`config.mk`:
```
export PLATFORM = sky130hd
export DESIGN_NAME = mvu_irq_ctrl
export DESIGN_NICKNAME = d
export VERILOG_FILES = /design/src/rtl/barvinn_pkg.sv /design/src/rtl/mvu_irq_slot.sv /design/src/rtl/mvu_irq_ctrl.sv
export SDC_FILE = /design/constraint.sdc
export NUM_CORES = 1
export LEC_CHECK = 0
export CORE_MARGIN = 4
export CORE_UTILIZATION = 50
export DETAILED_ROUTE_END_ITERATION = 12
export PLACE_DENSITY = 0.83
export SETUP_SLACK_MARGIN = 0.05
export SLEW_MARGIN = 20
export SYNTH_ARGS = -nofsm -noshare
export SYNTH_HDL_FRONTEND = slang
export SYNTH_HIERARCHICAL = 1
export SYNTH_SLANG_ARGS = --single-unit
```
`constraint.sdc`:
```
create_clock -name clk -period 5.8 [get_ports clk]
set_clock_uncertainty 0.2 [all_clocks]
set_input_delay 0.87 -clock clk [delete_from_list [all_inputs] [get_ports clk]]
set_output_delay 0.87 -clock clk [all_outputs]
set_load 0.02 [all_outputs]
```
`src/rtl/barvinn_pkg.sv`:
```
// Shared constants and types for the MVU completion/interrupt controller.
package barvinn_pkg;

    localparam int N_MVU_DEF       = 8;
    localparam int TIMEOUT_CYC_DEF = 65535;
    localparam int CNT_W_DEF       = 16;

    typedef enum logic [1:0] {
        IRQ_IDLE = 2'b00,
        IRQ_BUSY = 2'b01,
        IRQ_TMO  = 2'b10
    } irq_slot_state_e;

    // Job timer width; at least one bit so a disabled timeout still elaborates.
    function automatic int timer_width(input int tmo_cyc);
        if (tmo_cyc < 1) begin
            return 1;
        end else begin
            return $clog2(tmo_cyc + 1);
        end
    endfunction

endpackage

```
`src/rtl/mvu_irq_slot.sv`:
```
// One MVU job tracker: IDLE/BUSY/TMO state, job timer, pending interrupt bit
// and saturating completion counter.
module mvu_irq_slot
    import barvinn_pkg::*;
#(
    parameter int TIMEOUT_CYC = TIMEOUT_CYC_DEF,
    parameter int CNT_W       = CNT_W_DEF
) (
    input  logic             clk,
    input  logic             rst_n,
    input  logic             start_i,
    input  logic             done_i,
    input  logic             ack_i,
    output logic             pending_o,
    output logic             busy_o,
    output logic             timeout_err_o,
    output logic [CNT_W-1:0] done_cnt_o
);

    localparam int               CNT_T    = timer_width(TIMEOUT_CYC);
    localparam bit               TMO_EN   = (TIMEOUT_CYC > 0);
    localparam logic [CNT_T-1:0] TMO_LAST = CNT_T'((TIMEOUT_CYC > 0) ? (TIMEOUT_CYC - 1) : 0);
    localparam logic [CNT_W-1:0] CNT_MAX  = {CNT_W{1'b1}};

    irq_slot_state_e  state_q, state_d;
    logic [CNT_T-1:0] timer_q, timer_d;
    logic [CNT_W-1:0] cnt_q, cnt_d;
    logic             pending_q, pending_d;
    logic             err_q, err_d;
    logic             busy_q, busy_d;
    logic             pend_set_s;
    logic             cnt_inc_s;

    // Next-state, timer, flag and counter logic.
    always_comb begin
        state_d    = state_q;
        timer_d    = timer_q;
        err_d      = err_q;
        pend_set_s = 1'b0;
        cnt_inc_s  = 1'b0;
        case (state_q)
            IRQ_IDLE: begin
                if (start_i) begin
                    state_d = IRQ_BUSY;
                    timer_d = '0;
                end else begin
                    state_d = IRQ_IDLE;
                end
            end
            IRQ_BUSY: begin
                // A done arriving on the timeout cycle still counts as success.
                if (done_i) begin
                    state_d    = IRQ_IDLE;
                    pend_set_s = 1'b1;
                    cnt_inc_s  = 1'b1;
                end else if (TMO_EN && (timer_q == TMO_LAST)) begin
                    state_d    = IRQ_TMO;
                    err_d      = 1'b1;
                    pend_set_s = 1'b1;
                end else if (TMO_EN) begin
                    timer_d = timer_q + CNT_T'(1'b1);
                end else begin
                    timer_d = timer_q;
                end
            end
            IRQ_TMO: begin
                cnt_inc_s = done_i;
                if (ack_i) begin
                    state_d = IRQ_IDLE;
                    err_d   = 1'b0;
                end else begin
                    state_d = IRQ_TMO;
                end
            end
            default: begin
                state_d = IRQ_IDLE;
                timer_d = '0;
                err_d   = 1'b0;
            end
        endcase

        if (pend_set_s) begin
            pending_d = 1'b1;
        end else if (ack_i) begin
            pending_d = 1'b0;
        end else begin
            pending_d = pending_q;
        end

        if (cnt_inc_s && (cnt_q != CNT_MAX)) begin
            cnt_d = cnt_q + CNT_W'(1'b1);
        end else begin
            cnt_d = cnt_q;
        end

        busy_d = (state_d == IRQ_BUSY);
    end

    // State and output registers.
    always_ff @(posedge clk or negedge rst_n) begin
        if (!rst_n) begin
            state_q   <= IRQ_IDLE;
            timer_q   <= '0;
            cnt_q     <= '0;
            pending_q <= 1'b0;
            err_q     <= 1'b0;
            busy_q    <= 1'b0;
        end else begin
            state_q   <= state_d;
            timer_q   <= timer_d;
            cnt_q     <= cnt_d;
            pending_q <= pending_d;
            err_q     <= err_d;
            busy_q    <= busy_d;
        end
    end

    assign pending_o     = pending_q;
    assign busy_o        = busy_q;
    assign timeout_err_o = err_q;
    assign done_cnt_o    = cnt_q;

endmodule

```
`src/rtl/mvu_irq_ctrl.sv`:
```
// Completion/interrupt controller between the MVU array and the pito harts:
// one job tracker per MVU, level interrupt per hart, flat counter packing.
module mvu_irq_ctrl
    import barvinn_pkg::*;
#(
    parameter int N_MVU       = N_MVU_DEF,
    parameter int TIMEOUT_CYC = TIMEOUT_CYC_DEF,
    parameter int CNT_W       = CNT_W_DEF
) (
    input  logic                   clk,
    input  logic                   rst_n,
    input  logic [N_MVU-1:0]       mvu_start_i,
    input  logic [N_MVU-1:0]       mvu_done_i,
    input  logic [N_MVU-1:0]       irq_en_i,
    input  logic [N_MVU-1:0]       irq_ack_i,
    output logic [N_MVU-1:0]       mvu_irq_o,
    output logic [N_MVU-1:0]       mvu_busy_o,
    output logic [N_MVU-1:0]       timeout_err_o,
    output logic [N_MVU*CNT_W-1:0] done_cnt_o
);

    logic [N_MVU-1:0] pending_s;

    for (genvar g = 0; g < N_MVU; g++) begin : g_slot
        mvu_irq_slot #(
            .TIMEOUT_CYC (TIMEOUT_CYC),
            .CNT_W       (CNT_W)
        ) u_slot (
            .clk           (clk),
            .rst_n         (rst_n),
            .start_i       (mvu_start_i[g]),
            .done_i        (mvu_done_i[g]),
            .ack_i         (irq_ack_i[g]),
            .pending_o     (pending_s[g]),
            .busy_o        (mvu_busy_o[g]),
            .timeout_err_o (timeout_err_o[g]),
            .done_cnt_o    (done_cnt_o[g*CNT_W +: CNT_W])
        );
    end

    // Masking gates the request only; the pending bit survives in the slot.
    assign mvu_irq_o = pending_s & irq_en_i;

endmodule

```
==> qor.tcl, run 1 <==
set qor(cap_violations) 0
set qor(setup_total_negative_slack_ps) 0
set qor(fin_cells) 2443
set qor(power_dens_cells_nw_per_um2) 281
set qor(clkSlewWorstSetupHoldPaths_ps) 60
set qor(routed_wl_um) 42500
set qor(first_pass_iteration_count_of_the_detailed_router) 7
set qor(synth.largest_area_cell) {sky130_fd_sc_hd__dfrtp_1}
set qor(synth_seq_area_share) 0.424
set qor(worstRegToRegCells) 6
set qor(setup.worst_path.class) {in -> out}
set qor(cts_h_tree_depth) 2
set qor(diodes) 0
set qor(avgRoutedWirePerCell_um) 17.4
set qor(die_area_um2) 38000
set qor(post_synthesis_xor_xnor_area_fraction) 0.0566
set qor(yosys.area_share.simple) 0.279
set qor(holdBufCountCts) 0
set qor(via_cell_ratio) 6.28
set qor(adder_and_majority_gate_portion_of_the_synthesized_area) 0.0401
set qor(cts_sinks) 296
set qor(finalWorstSetupSlack_ps) 2690
set qor(via_count) 15331
set qor(routabilityCongestion) 0.890
set qor(timing.critical_path.fanout_max) 1
set qor(worstPathRequired_ps) 4730
set qor(number_of_buffers_inserted_during_clock_tree_synthesis) 34
set qor(setup_viol_count_final) 0
set qor(area_delta_synth_final_pct) 19.7
set qor(ir_worst_vdd_mv) 0.231
set qor(tritoncts) {yes}
set qor(synth.cell_area_um2) 17500
set qor(grt_antenna_before_repair) 0
set qor(grt_pass1_vias) 15066
set qor(syn_warnings) 6
set qor(worst-path-buf-inv) 2
set qor(worst_skew_pair.late_latency_ps) 500
set qor(dp_hpwl_um) 29500
set qor(synthTopCellsByCount) {sky130_fd_sc_hd__dfrtp_1, sky130_fd_sc_hd__nand2_1, sky130_fd_sc_hd__nand3_1}
set qor(route.detailed.drc) 0
set qor(worst_path_most_repeated_cell) {sky130_fd_sc_hd__clkdlybuf4s50_1}
set qor(timing.final.max_slew_violations) 0
set qor(timing.critical_path.max_delay_family) {buffers and inverters}
set qor(synth_top_family_by_area) {simple AND/OR/NAND/NOR gates}
set qor(floorplan.initialDensity) 0.506
set qor(max_freq_mhz) 322
set qor(run_status) {complete, no violations}
set qor(post_cts.resized_instances) 0
set qor(worstMarginPinSlew_ps) 1060
set qor(synthArstFlopShare) 1.00
set qor(number_of_logic_stages_on_the_critical_path_including_buffering) 3
set qor(rsz0062_at_grt) {false}
set qor(num-nets-final) 2055
set qor(max_slew_margin) 0.284
set qor(pin_count_of_the_biggest_net_entering_global_routing) 142
set qor(die_x_um) 195
set qor(ctsRootBufferMaster) {sky130_fd_sc_hd__clkbuf_16}
set qor(ys_seq_elements) 296
set qor(fin_crit_ps) 3110
set qor(post-cts-setup-buffer-count) 0
set qor(coreArea_um2) 34500
set qor(core.rowCount) 68
set qor(fill_cells) 2829
set qor(i_o_pins) 186
set qor(syn_inst) 1792
set qor(synth_compound_gate_area_share) 0.159
set qor(pre_cts_slack_ps) 2610
set qor(critical_path_end_type) {output port}
set qor(grt-ovfl-total) 0
set qor(hold_violations) 0
set qor(cts.path.max_buffers) 3
set qor(synth-main-ff-cell) {sky130_fd_sc_hd__dfrtp_1}
set qor(synth_mux_area_frac) 0.0112
set qor(final_min_period_over_clock_period) 0.536
set qor(dpl.cell_count) 2384
set qor(initialDrtViolationCount) 1125
set qor(ff_latch_area_um2) 7410
set qor(crit_path_cell_trace) {clkdlybuf4s50_1 -> and2_1 -> clkdlybuf4s50_1}
set qor(cp.arrival_ps) 2040
set qor(synth-edff-count) 0
set qor(floorplan.die.height_um) 195
set qor(multiInputGateArea_um2) 9550
set qor(ant_nets) 0
set qor(leakage_nw) 8.93
set qor(avgSynthCellArea_um2) 9.75
set qor(min_path_type) {in -> async}
set qor(synth_largest_type_area_fraction) 0.424
set qor(timing.critical_path.slowest_cell_delay_ps) 590
set qor(port_buffers) 185
set qor(critPathLaunchType) {input port}
set qor(layout-drive-gt1-share) 0.0649
set qor(syn_nets) 1882
set qor(yosysUniqueCellTypes) 61
set qor(gr_usage_total) 0.218
set qor(post_synth_main_area_contributors) {sky130_fd_sc_hd__dfrtp_1, sky130_fd_sc_hd__xnor2_1, sky130_fd_sc_hd__ha_1}
set qor(critical-path-slowest-cell) {sky130_fd_sc_hd__clkdlybuf4s50_1}
set qor(grt_pass1_wl_um) 73300
set qor(post-synth-top-count-cell) {sky130_fd_sc_hd__dfrtp_1}
==> area by class of cell <==
cell class | instances | area share
inverter | 83 | 0.0149
clock inverter | 14 | 0.00874
sequential | 296 | 0.354
tap | 455 | 0.0272
multi-input combinational | 1362 | 0.457
timing repair buffer | 188 | 0.0905
clock buffer | 45 | 0.0480
==> cells by family after synthesis <==
logic type      count (synthesis)
compound gates                374
xor+xnor                      113
fa+ha+maj                      56
buf+inv                       134
flops                         296
mux                            15
simple gates                  804
==> flip-flops by register name, indices dropped and copies added, names as in the netlist <==
| name | count |
|---|---|
| g_slot.u_slot/timer_q | 128 |
| g_slot.u_slot/pending_o | 8 |
| g_slot.u_slot/timeout_err_o | 8 |
| g_slot.u_slot/state_q | 16 |
| g_slot.u_slot/busy_o | 8 |
| g_slot.u_slot/done_cnt_o | 128 |
==> power breakdown <==
group          total, mW  leakage, nW  internal (mW)  switching [mW]
Clock               2.25        0.586           1.39           0.851
Combinational       1.13         4.32          0.518           0.613
Sequential          2.50         4.02           2.24           0.257
==> metrics by stage <==
step	cell area, um^2	hold WS [ps]	util	total power [mW]
final	20900	178	0.605	5.88
after global routing	20900	237	0.605	6.16
after global placement	19700	276	0.571	3.62
after detailed placement	19700	281	0.571	3.66
after CTS	20900	208	0.605	5.94
after floorplan	17500	288	-	3.12
==> worst register-to-register path, delay by kind of cell, from the launching register on <==
| kind | cells | cell delay (ps) |
|---|---|---|
| adder cells (fa/ha/maj) | 1 | 600 |
| flip-flops | 1 | 400 |
| buffers and inverters | 1 | 120 |
| AND/OR/NAND/NOR | 2 | 650 |
| AO/OA/AOI/OAI | 2 | 790 |
==> cell usage in the layout (no fill, tap or decap), types with 30 or more instances in the layout <==
| master | instances |
|---|---|
| sky130_fd_sc_hd__nand3_1 | 125 |
| sky130_fd_sc_hd__nand2b_1 | 31 |
| sky130_fd_sc_hd__xnor2_1 | 83 |
| sky130_fd_sc_hd__and4_1 | 48 |
| sky130_fd_sc_hd__and3_1 | 60 |
| sky130_fd_sc_hd__nand2_1 | 147 |
| sky130_fd_sc_hd__a211o_1 | 44 |
| sky130_fd_sc_hd__ha_1 | 56 |
| sky130_fd_sc_hd__clkbuf_16 | 35 |
| sky130_fd_sc_hd__nor3_1 | 47 |
| sky130_fd_sc_hd__or4_1 | 34 |
| sky130_fd_sc_hd__nor2_1 | 69 |
| sky130_fd_sc_hd__nor4_1 | 63 |
| sky130_fd_sc_hd__inv_1 | 83 |
| sky130_fd_sc_hd__a21oi_1 | 37 |
| sky130_fd_sc_hd__xor2_1 | 30 |
| sky130_fd_sc_hd__o21ai_0 | 75 |
| sky130_fd_sc_hd__clkdlybuf4s50_1 | 184 |
| sky130_fd_sc_hd__dfrtp_1 | 296 |
| sky130_fd_sc_hd__nand4_1 | 55 |
==> final timing paths <==
check,start,end,slack (ps)
setup / recovery,irq_en_i[2],mvu_irq_o[2],2690
hold / removal,rst_n,g_slot[7].u_slot/done_cnt_o[5]$_DFFE_PN0P_,180
setup reg to reg,g_slot[6].u_slot/state_q[1]$_DFF_PN0_,g_slot[6].u_slot/timer_q[10]$_DFFE_PN0P_,2980
hold reg to reg,g_slot[7].u_slot/done_cnt_o[15]$_DFFE_PN0P_,g_slot[7].u_slot/done_cnt_o[15]$_DFFE_PN0P_,300
max in group asynchronous,rst_n,g_slot[5].u_slot/done_cnt_o[6]$_DFFE_PN0P_,4030
min in group clk,g_slot[7].u_slot/done_cnt_o[15]$_DFFE_PN0P_,g_slot[7].u_slot/done_cnt_o[15]$_DFFE_PN0P_,300
==> routing by layer <==
metal  track usage  part of all wire  wire length (um)
met1         0.300              0.45             19000
met2         0.366              0.48             20600
met3        0.0333             0.053              2240
met4        0.0533             0.017               706
met5             0                 0                 0
No activity file was read; power rests on OpenSTA's default activity.
==> run 2: changes to the inputs <==
==> constraint.sdc (replaced) <==
create_clock -name clk -period 3 [get_ports clk]
set_clock_uncertainty 0.2 [all_clocks]
set_input_delay 0.45 -clock clk [delete_from_list [all_inputs] [get_ports clk]]
set_output_delay 0.45 -clock clk [all_outputs]
set_load 0.02 [all_outputs]
==> run 2 against run 1 <==
Effect of this change: flip-flop and latch count is the same; critical path depth is 1 higher; sequential power rose by 94%; register-to-register slack lost 2500 ps; clock power increased by 96%.
==> qor.tcl, run 2 (synthesis results as in run 1) <==
set qor(run_status) {complete, no violations}
set qor(floorplan.initialDensity) 0.506 ;# unchanged
set qor(i_o_pins) 186 ;# unchanged
set qor(ff_latch_area_um2) 7410 ;# unchanged
set qor(grt-ovfl-total) 0 ;# unchanged
set qor(tritoncts) {yes}
set qor(r2r_end) {g_slot[0].u_slot/timer_q[10]$_DFFE_PN0P_}
set qor(cp.arrival_ps) 2670 ;# +630 ps
set qor(grt_antenna_before_repair) 0 ;# unchanged
set qor(timing.critical_path.slowest_cell_delay_ps) 890 ;# +300 ps
set qor(timing.hold.worst.start) {g_slot[7].u_slot/done_cnt_o[15]$_DFFE_PN0P_}
set qor(cts_sinks) 296 ;# unchanged
set qor(timing.critical_path.max_delay_family) {simple AND/OR/NAND/NOR gates}
set qor(critical-path-slowest-cell) {sky130_fd_sc_hd__nor4_1}
set qor(final_min_period_over_clock_period) 0.823
set qor(min_delay_path_depth) 1
set qor(timing.critical_path.fanout_max) 10 ;# +9
set qor(setup.worst_path.class) {reg -> reg}
set qor(worst-path-buf-inv) 0 ;# -2
set qor(coreArea_um2) 34500 ;# unchanged
set qor(fill_cells) 2792 ;# -1.3%
set qor(ctsRootBufferMaster) {sky130_fd_sc_hd__clkbuf_16}
set qor(max_freq_mhz) 405
set qor(diodes) 0 ;# unchanged
set qor(first_pass_iteration_count_of_the_detailed_router) 6 ;# -1
set qor(multiInputGateArea_um2) 9540 ;# about the same
set qor(min_path_type) {reg -> reg}
set qor(dp_hpwl_um) 30300 ;# +2.6%
set qor(setup_total_negative_slack_ps) 0 ;# unchanged
set qor(die_area_um2) 38000 ;# unchanged
set qor(max_slew_margin) 0.339 ;# +0.0545
set qor(area_delta_synth_final_pct) 21.5
set qor(fin_crit_ps) 2470
set qor(setup_viol_count_final) 0 ;# unchanged
set qor(route.detailed.drc) 0 ;# unchanged
set qor(regToRegSetupSlack_ps) 530 ;# -2450 ps
set qor(post_cts.resized_instances) 0 ;# unchanged
set qor(cap_violations) 0 ;# unchanged
set qor(rsz0062_at_grt) {false}
set qor(post-cts-setup-buffer-count) 0 ;# unchanged
set qor(num-nets-final) 2093 ;# +1.8%
set qor(critical_path.reg2reg.startpoint) {g_slot[0].u_slot/timer_q[4]$_DFFE_PN0P_}
set qor(layout_common_cells) {sky130_fd_sc_hd__dfrtp_1, sky130_fd_sc_hd__clkdlybuf4s50_1, sky130_fd_sc_hd__nand2_1, sky130_fd_sc_hd__nand3_1}
set qor(grt_pass1_wl_um) 73700 ;# +0.66%
set qor(cts.path.max_buffers) 3 ;# unchanged
set qor(hold_violations) 0 ;# unchanged
set qor(routed_wl_um) 43600 ;# +2.6%
set qor(power_dens_cells_nw_per_um2) 541 ;# +92%
set qor(layout-drive-gt1-share) 0.0794 ;# +0.0145
set qor(cts_h_tree_depth) 2 ;# unchanged
set qor(crit_path_cell_trace) {nand4_4 -> nor4_1 -> a2111oi_0 -> o22a_1}
set qor(post_dp_cell_area_um2) 20000 ;# +1.5%
set qor(number_of_buffers_inserted_during_clock_tree_synthesis) 35 ;# +2.9%
set qor(final_common_cell) {sky130_fd_sc_hd__dfrtp_1}
set qor(timing.final.max_slew_violations) 0 ;# unchanged
set qor(ant_nets) 0 ;# unchanged
set qor(globalRouteMet3Util) 0.0371 ;# +0.00381
set qor(hold-path-endpoint) {g_slot[7].u_slot/done_cnt_o[15]$_DFFE_PN0P_}
set qor(worstPathRequired_ps) 3200 ;# -1530 ps
set qor(critical_path_end_type) {register}
set qor(via_cell_ratio) 6.26 ;# -0.17%
set qor(grt_pass1_vias) 15170 ;# +0.69%
set qor(critPathLaunchType) {register}
set qor(via_count) 15555 ;# +1.5%
set qor(initialDrtViolationCount) 1222 ;# +8.6%
set qor(routing_usage_on_met1) 0.303 ;# +0.00342
set qor(routabilityCongestion) 0.854 ;# -4.1%
set qor(globalRoute.busiestLayer) {met2}
set qor(grtUsageMet2) 0.370 ;# +0.00360
set qor(worstRegToRegCells) 4 ;# -2
set qor(leakage_nw) 9.12 ;# +2.2%
set qor(ir_worst_vdd_mv) 0.512 ;# +120%
set qor(gr_usage_total) 0.222 ;# +0.00351
set qor(port_buffers) 185 ;# unchanged
set qor(core.rowCount) 68 ;# unchanged
set qor(avgRoutedWirePerCell_um) 17.5 ;# +0.90%
set qor(post_route_standard_cell_area_excluding_fillers_um2) 21200 ;# +1.5%
set qor(floorplan.die.height_um) 195 ;# unchanged
set qor(worst_skew_pair.late_latency_ps) 510 ;# about the same
set qor(die_x_um) 195 ;# unchanged
set qor(worstMarginPinSlew_ps) 982 ;# -82.0 ps
set qor(clkSlewWorstSetupHoldPaths_ps) 60 ;# about the same
set qor(pin_count_of_the_biggest_net_entering_global_routing) 67 ;# -53%
-- run 2: changes by cell type in the layout (fill, tap and decap cells not counted), sizes merged --
cell	before	now
buf	4	40
clkbuf	45	50
clkinv	7	5
clkinvlp	2	3
dlygate4sd3	0	1
inv	84	83
-- run 2: cell type report --
type | instances | area share
multi-input combinational | 1362 | 0.449
sequential | 296 | 0.349
timing repair buffer | 225 | 0.104
clock buffer | 50 | 0.0487
tap | 455 | 0.0268
inverter | 83 | 0.0147
clock inverter | 12 | 0.00790
-- run 2: layer usage --
metal	up-vias	wire length [um]
li1	7333	-
met1	7655	19300
met2	491	21300
met3	76	2230
met4	0	815
met5	-	0
-- run 2: through the flow --
step	util	hold WS [ps]	total power, mW	worst slack [ps]	cells
after CTS	0.615	291	11.6	601	2483
after global routing	0.615	312	12.0	432	2483
after floorplan	-	-45.6	6.04	884	1792
after global placement	0.579	260	7.03	423	2420
after detailed placement	0.579	263	7.12	340	2420
final	0.615	291	11.5	530	2483
-- run 2: worst max path at each step --
stage,from,endpoint,slack (ps),cells after the start
global placement,mvu_done_i[1],g_slot[1].u_slot/timer_q[3]$_DFFE_PN0P_,420,5
finish,g_slot[0].u_slot/timer_q[4]$_DFFE_PN0P_,g_slot[0].u_slot/timer_q[10]$_DFFE_PN0P_,530,4
global route,g_slot[2].u_slot/timer_q[4]$_DFFE_PN0P_,g_slot[2].u_slot/timer_q[10]$_DFFE_PN0P_,430,4
CTS,g_slot[0].u_slot/timer_q[4]$_DFFE_PN0P_,g_slot[0].u_slot/timer_q[10]$_DFFE_PN0P_,600,4
floorplan,g_slot[7].u_slot/state_q[0]$_DFF_PN0_,g_slot[7].u_slot/timer_q[14]$_DFFE_PN0P_,880,7
detailed placement,mvu_done_i[1],g_slot[1].u_slot/timer_q[10]$_DFFE_PN0P_,340,5
-- run 2: where the power goes --
part | switching (mW) | leakage [nW] | internal, mW
Sequential | 0.516 | 4.02 | 4.34
Combinational | 1.20 | 4.51 | 1.03
Clock | 1.66 | 0.584 | 2.74
-- run 2: repair_timing --
item	CTS	global route
endpoints found under the hold margin	58	0
endpoints found under the setup margin	0	0
hold buffers	1	0
==> run 3: changes to the inputs <==
==> constraint.sdc (replaced) <==
create_clock -name clk -period 2.35 [get_ports clk]
set_clock_uncertainty 0.2 [all_clocks]
set_input_delay 0.3525 -clock clk [delete_from_list [all_inputs] [get_ports clk]]
set_output_delay 0.3525 -clock clk [all_outputs]
set_load 0.02 [all_outputs]
==> run 3 against run 2 <==
Effect of this change: design area grew 3.5%; global-route usage grew 0.67 points; via count is 2.3% higher; setup slack got worse by 400 ps; sequential power is 27% higher; hold slack worse by 170 ps; flip-flop and latch count unchanged; combinational power rose by 32%; highest routed layer unchanged; clock power increased by 26%; total power rose by 28%.
==> qor.tcl, run 3 (synthesis results as in run 1) <==
set qor(number_of_buffers_inserted_during_clock_tree_synthesis) 35 ;# unchanged
set qor(final_min_period_over_clock_period) 0.946
set qor(met2RoutedLength_um) 22200 ;# +4.4%
set qor(min_path_type) {in -> async}
set qor(layout_common_cells) {sky130_fd_sc_hd__dfrtp_1, sky130_fd_sc_hd__clkdlybuf4s50_1, sky130_fd_sc_hd__nand2_1, sky130_fd_sc_hd__nand3_1, sky130_fd_sc_hd__buf_4}
set qor(cts_h_tree_depth) 2 ;# unchanged
set qor(run_status) {complete, no violations}
set qor(die_area_um2) 38000 ;# unchanged
set qor(met3WireLength_um) 2450 ;# +10%
set qor(coreArea_um2) 34500 ;# unchanged
set qor(ir_worst_vdd_mv) 0.589 ;# +15%
set qor(regToRegSetupSlack_ps) 130 ;# -400 ps
set qor(routed_wl_um) 45100 ;# +3.4%
set qor(diodes) 0 ;# unchanged
set qor(port_buffers) 185 ;# unchanged
set qor(i_o_pins) 186 ;# unchanged
set qor(crit_path_cell_trace) {clkdlybuf4s50_1}
set qor(ant_nets) 0 ;# unchanged
set qor(cts_sinks) 296 ;# unchanged
set qor(route.detailed.drc) 0 ;# unchanged
set qor(core.rowCount) 68 ;# unchanged
set qor(worst-path-buf-inv) 1 ;# +1
set qor(layout-drive-gt1-share) 0.124 ;# +0.0446
set qor(worst_skew_pair.late_latency_ps) 520 ;# about the same
set qor(fin_cells) 2568 ;# +3.4%
set qor(avgRoutedWirePerCell_um) 17.6 ;# about the same
set qor(dpl.cell_count) 2505 ;# +3.5%
set qor(initialDrtViolationCount) 1211 ;# -0.90%
set qor(via_count) 15908 ;# +2.3%
set qor(area_delta_synth_final_pct) 25.8
set qor(floorplan.initialDensity) 0.506 ;# unchanged
set qor(post_dp_cell_area_um2) 20700 ;# +3.3%
set qor(critical_path.reg2reg.startpoint) {g_slot[7].u_slot/state_q[0]$_DFF_PN0_}
set qor(post-cts-setup-buffer-count) 0 ;# unchanged
set qor(total_power_mw) 14.7 ;# +28%
set qor(pin_count_of_the_biggest_net_entering_global_routing) 66 ;# -1.5%
set qor(setup_viol_count_final) 0 ;# unchanged
set qor(timing.critical_path.max_delay_family) {buffers and inverters}
set qor(max_slew_margin) 0.549 ;# +0.210
set qor(critical_path_end_type) {output port}
set qor(setup_total_negative_slack_ps) 0 ;# unchanged
set qor(timing.critical_path.slowest_cell_delay_ps) 700 ;# -190 ps
set qor(grt_antenna_before_repair) 0 ;# unchanged
set qor(final_common_cell) {sky130_fd_sc_hd__dfrtp_1}
set qor(post_route_standard_cell_area_excluding_fillers_um2) 22000 ;# +3.5%
set qor(topRoutingLayerUsed) {met4}
set qor(ctsRootBufferMaster) {sky130_fd_sc_hd__clkbuf_16}
set qor(critical-path-slowest-cell) {sky130_fd_sc_hd__clkdlybuf4s50_1}
set qor(max_freq_mhz) 450
set qor(timing.critical_path.fanout_max) 6 ;# -4
set qor(clkSlewWorstSetupHoldPaths_ps) 50 ;# about the same
set qor(dp_hpwl_um) 31600 ;# +4.5%
set qor(hold_violations) 0 ;# unchanged
set qor(grt-ovfl-total) 0 ;# unchanged
set qor(leakage_nw) 9.60 ;# +5.2%
set qor(timing.final.max_slew_violations) 0 ;# unchanged
set qor(cp.arrival_ps) 1670 ;# -1000 ps
set qor(route.layer.met1.wl_um) 19600 ;# +1.8%
set qor(grt_pass1_vias) 15468 ;# +2.0%
set qor(num-nets-final) 2178 ;# +4.1%
set qor(tritoncts) {yes}
set qor(gr_usage_total) 0.228 ;# +0.00674
set qor(fill_cells) 2731 ;# -2.2%
set qor(rsz0062_at_grt) {true}
set qor(fin_crit_ps) 2220
set qor(die_x_um) 195 ;# unchanged
set qor(via_cell_ratio) 6.19 ;# -1.1%
set qor(r2r_end) {g_slot[7].u_slot/timer_q[14]$_DFFE_PN0P_}
set qor(floorplan.die.height_um) 195 ;# unchanged
set qor(grt_pass1_wl_um) 75800 ;# +2.8%
set qor(worstRegToRegCells) 6 ;# +2
set qor(routabilityCongestion) 0.928 ;# +8.6%
set qor(critPathLaunchType) {register}
set qor(first_pass_iteration_count_of_the_detailed_router) 6 ;# unchanged
set qor(power_dens_cells_nw_per_um2) 667 ;# +23%
set qor(setup.worst_path.class) {reg -> out}
set qor(cap_violations) 0 ;# unchanged
set qor(worstPathRequired_ps) 1800 ;# -1400 ps
set qor(worstMarginPinSlew_ps) 671 ;# -312 ps
set qor(cts.path.max_buffers) 3 ;# unchanged
==> run 3: cell count changes in the layout (fill, tap and decap cells not counted), moves of 3 or more <==
cell	previous run	this run
sky130_fd_sc_hd__buf_4	36	118
sky130_fd_sc_hd__nor4_1	64	59
sky130_fd_sc_hd__nor4_2	8	12
sky130_fd_sc_hd__nor4bb_1	7	3
sky130_fd_sc_hd__a2111oi_0	14	11
sky130_fd_sc_hd__a2111oi_2	0	3
sky130_fd_sc_hd__nor4bb_2	0	3
==> run 3: where the power goes <==
group,switching [mW],internal (mW)
clock network,2.19,3.35
logic,1.56,1.37
registers,0.650,5.54
==> run 3: area by class of cell <==
class	count	area, um^2	share of cell area
clock inverters	16	200	0.00911
well taps	455	569	0.0259
flip-flops and latches	296	7410	0.337
clock buffers	46	967	0.0440
multi-input cells	1362	9650	0.439
inverters	83	312	0.0142
repair buffers	310	2870	0.131
==> run 3: how the worst max path moves through the flow <==
stage	slack (ps)	cells after the start	to	startpoint
2_1_floorplan	230	7	g_slot[7].u_slot/timer_q[14]$_DFFE_PN0P_	g_slot[7].u_slot/state_q[0]$_DFF_PN0_
3_3_place_gp	50	5	g_slot[7].u_slot/timer_q[14]$_DFFE_PN0P_	mvu_start_i[7]
3_5_place_dp	20	5	g_slot[6].u_slot/timer_q[10]$_DFFE_PN0P_	mvu_done_i[6]
4_1_cts	90	1	done_cnt_o[76]	g_slot[4].u_slot/done_cnt_o[12]$_DFFE_PN0P_
5_1_grt	-10	7	g_slot[5].u_slot/done_cnt_o[15]$_DFFE_PN0P_	g_slot[5].u_slot/state_q[0]$_DFF_PN0_
6_report	130	1	done_cnt_o[93]	g_slot[5].u_slot/done_cnt_o[13]$_DFFE_PN0P_
==> run 3: per-layer routing <==
layer  vias to the layer above  GRT usage
met4                         0     0.0543
met1                      7811      0.308
li1                       7483          -
met3                        77     0.0350
met2                       537      0.391
met5                         -          0
==> run 3: timing repair <==
action                                  in CTS  in global routing
gates resized for setup                      1                 22
pin swaps                                    0                  1
hold buffers                                 1                  0
endpoints found under the setup margin       1                 16
hold endpoints to repair                   296                  0
==> run 3: through the flow <==
| stage | hold slack [ps] | worst slack (ps) | util |
|---|---|---|---|
| floorplan | -143 | 234 | - |
| global placement | 58.7 | 54.1 | 0.599 |
| detailed placement | 60.5 | 23.6 | 0.599 |
| CTS | 109 | 89.4 | 0.633 |
| global route | 138 | -10.5 | 0.636 |
| finish | 120 | 127 | 0.636 |
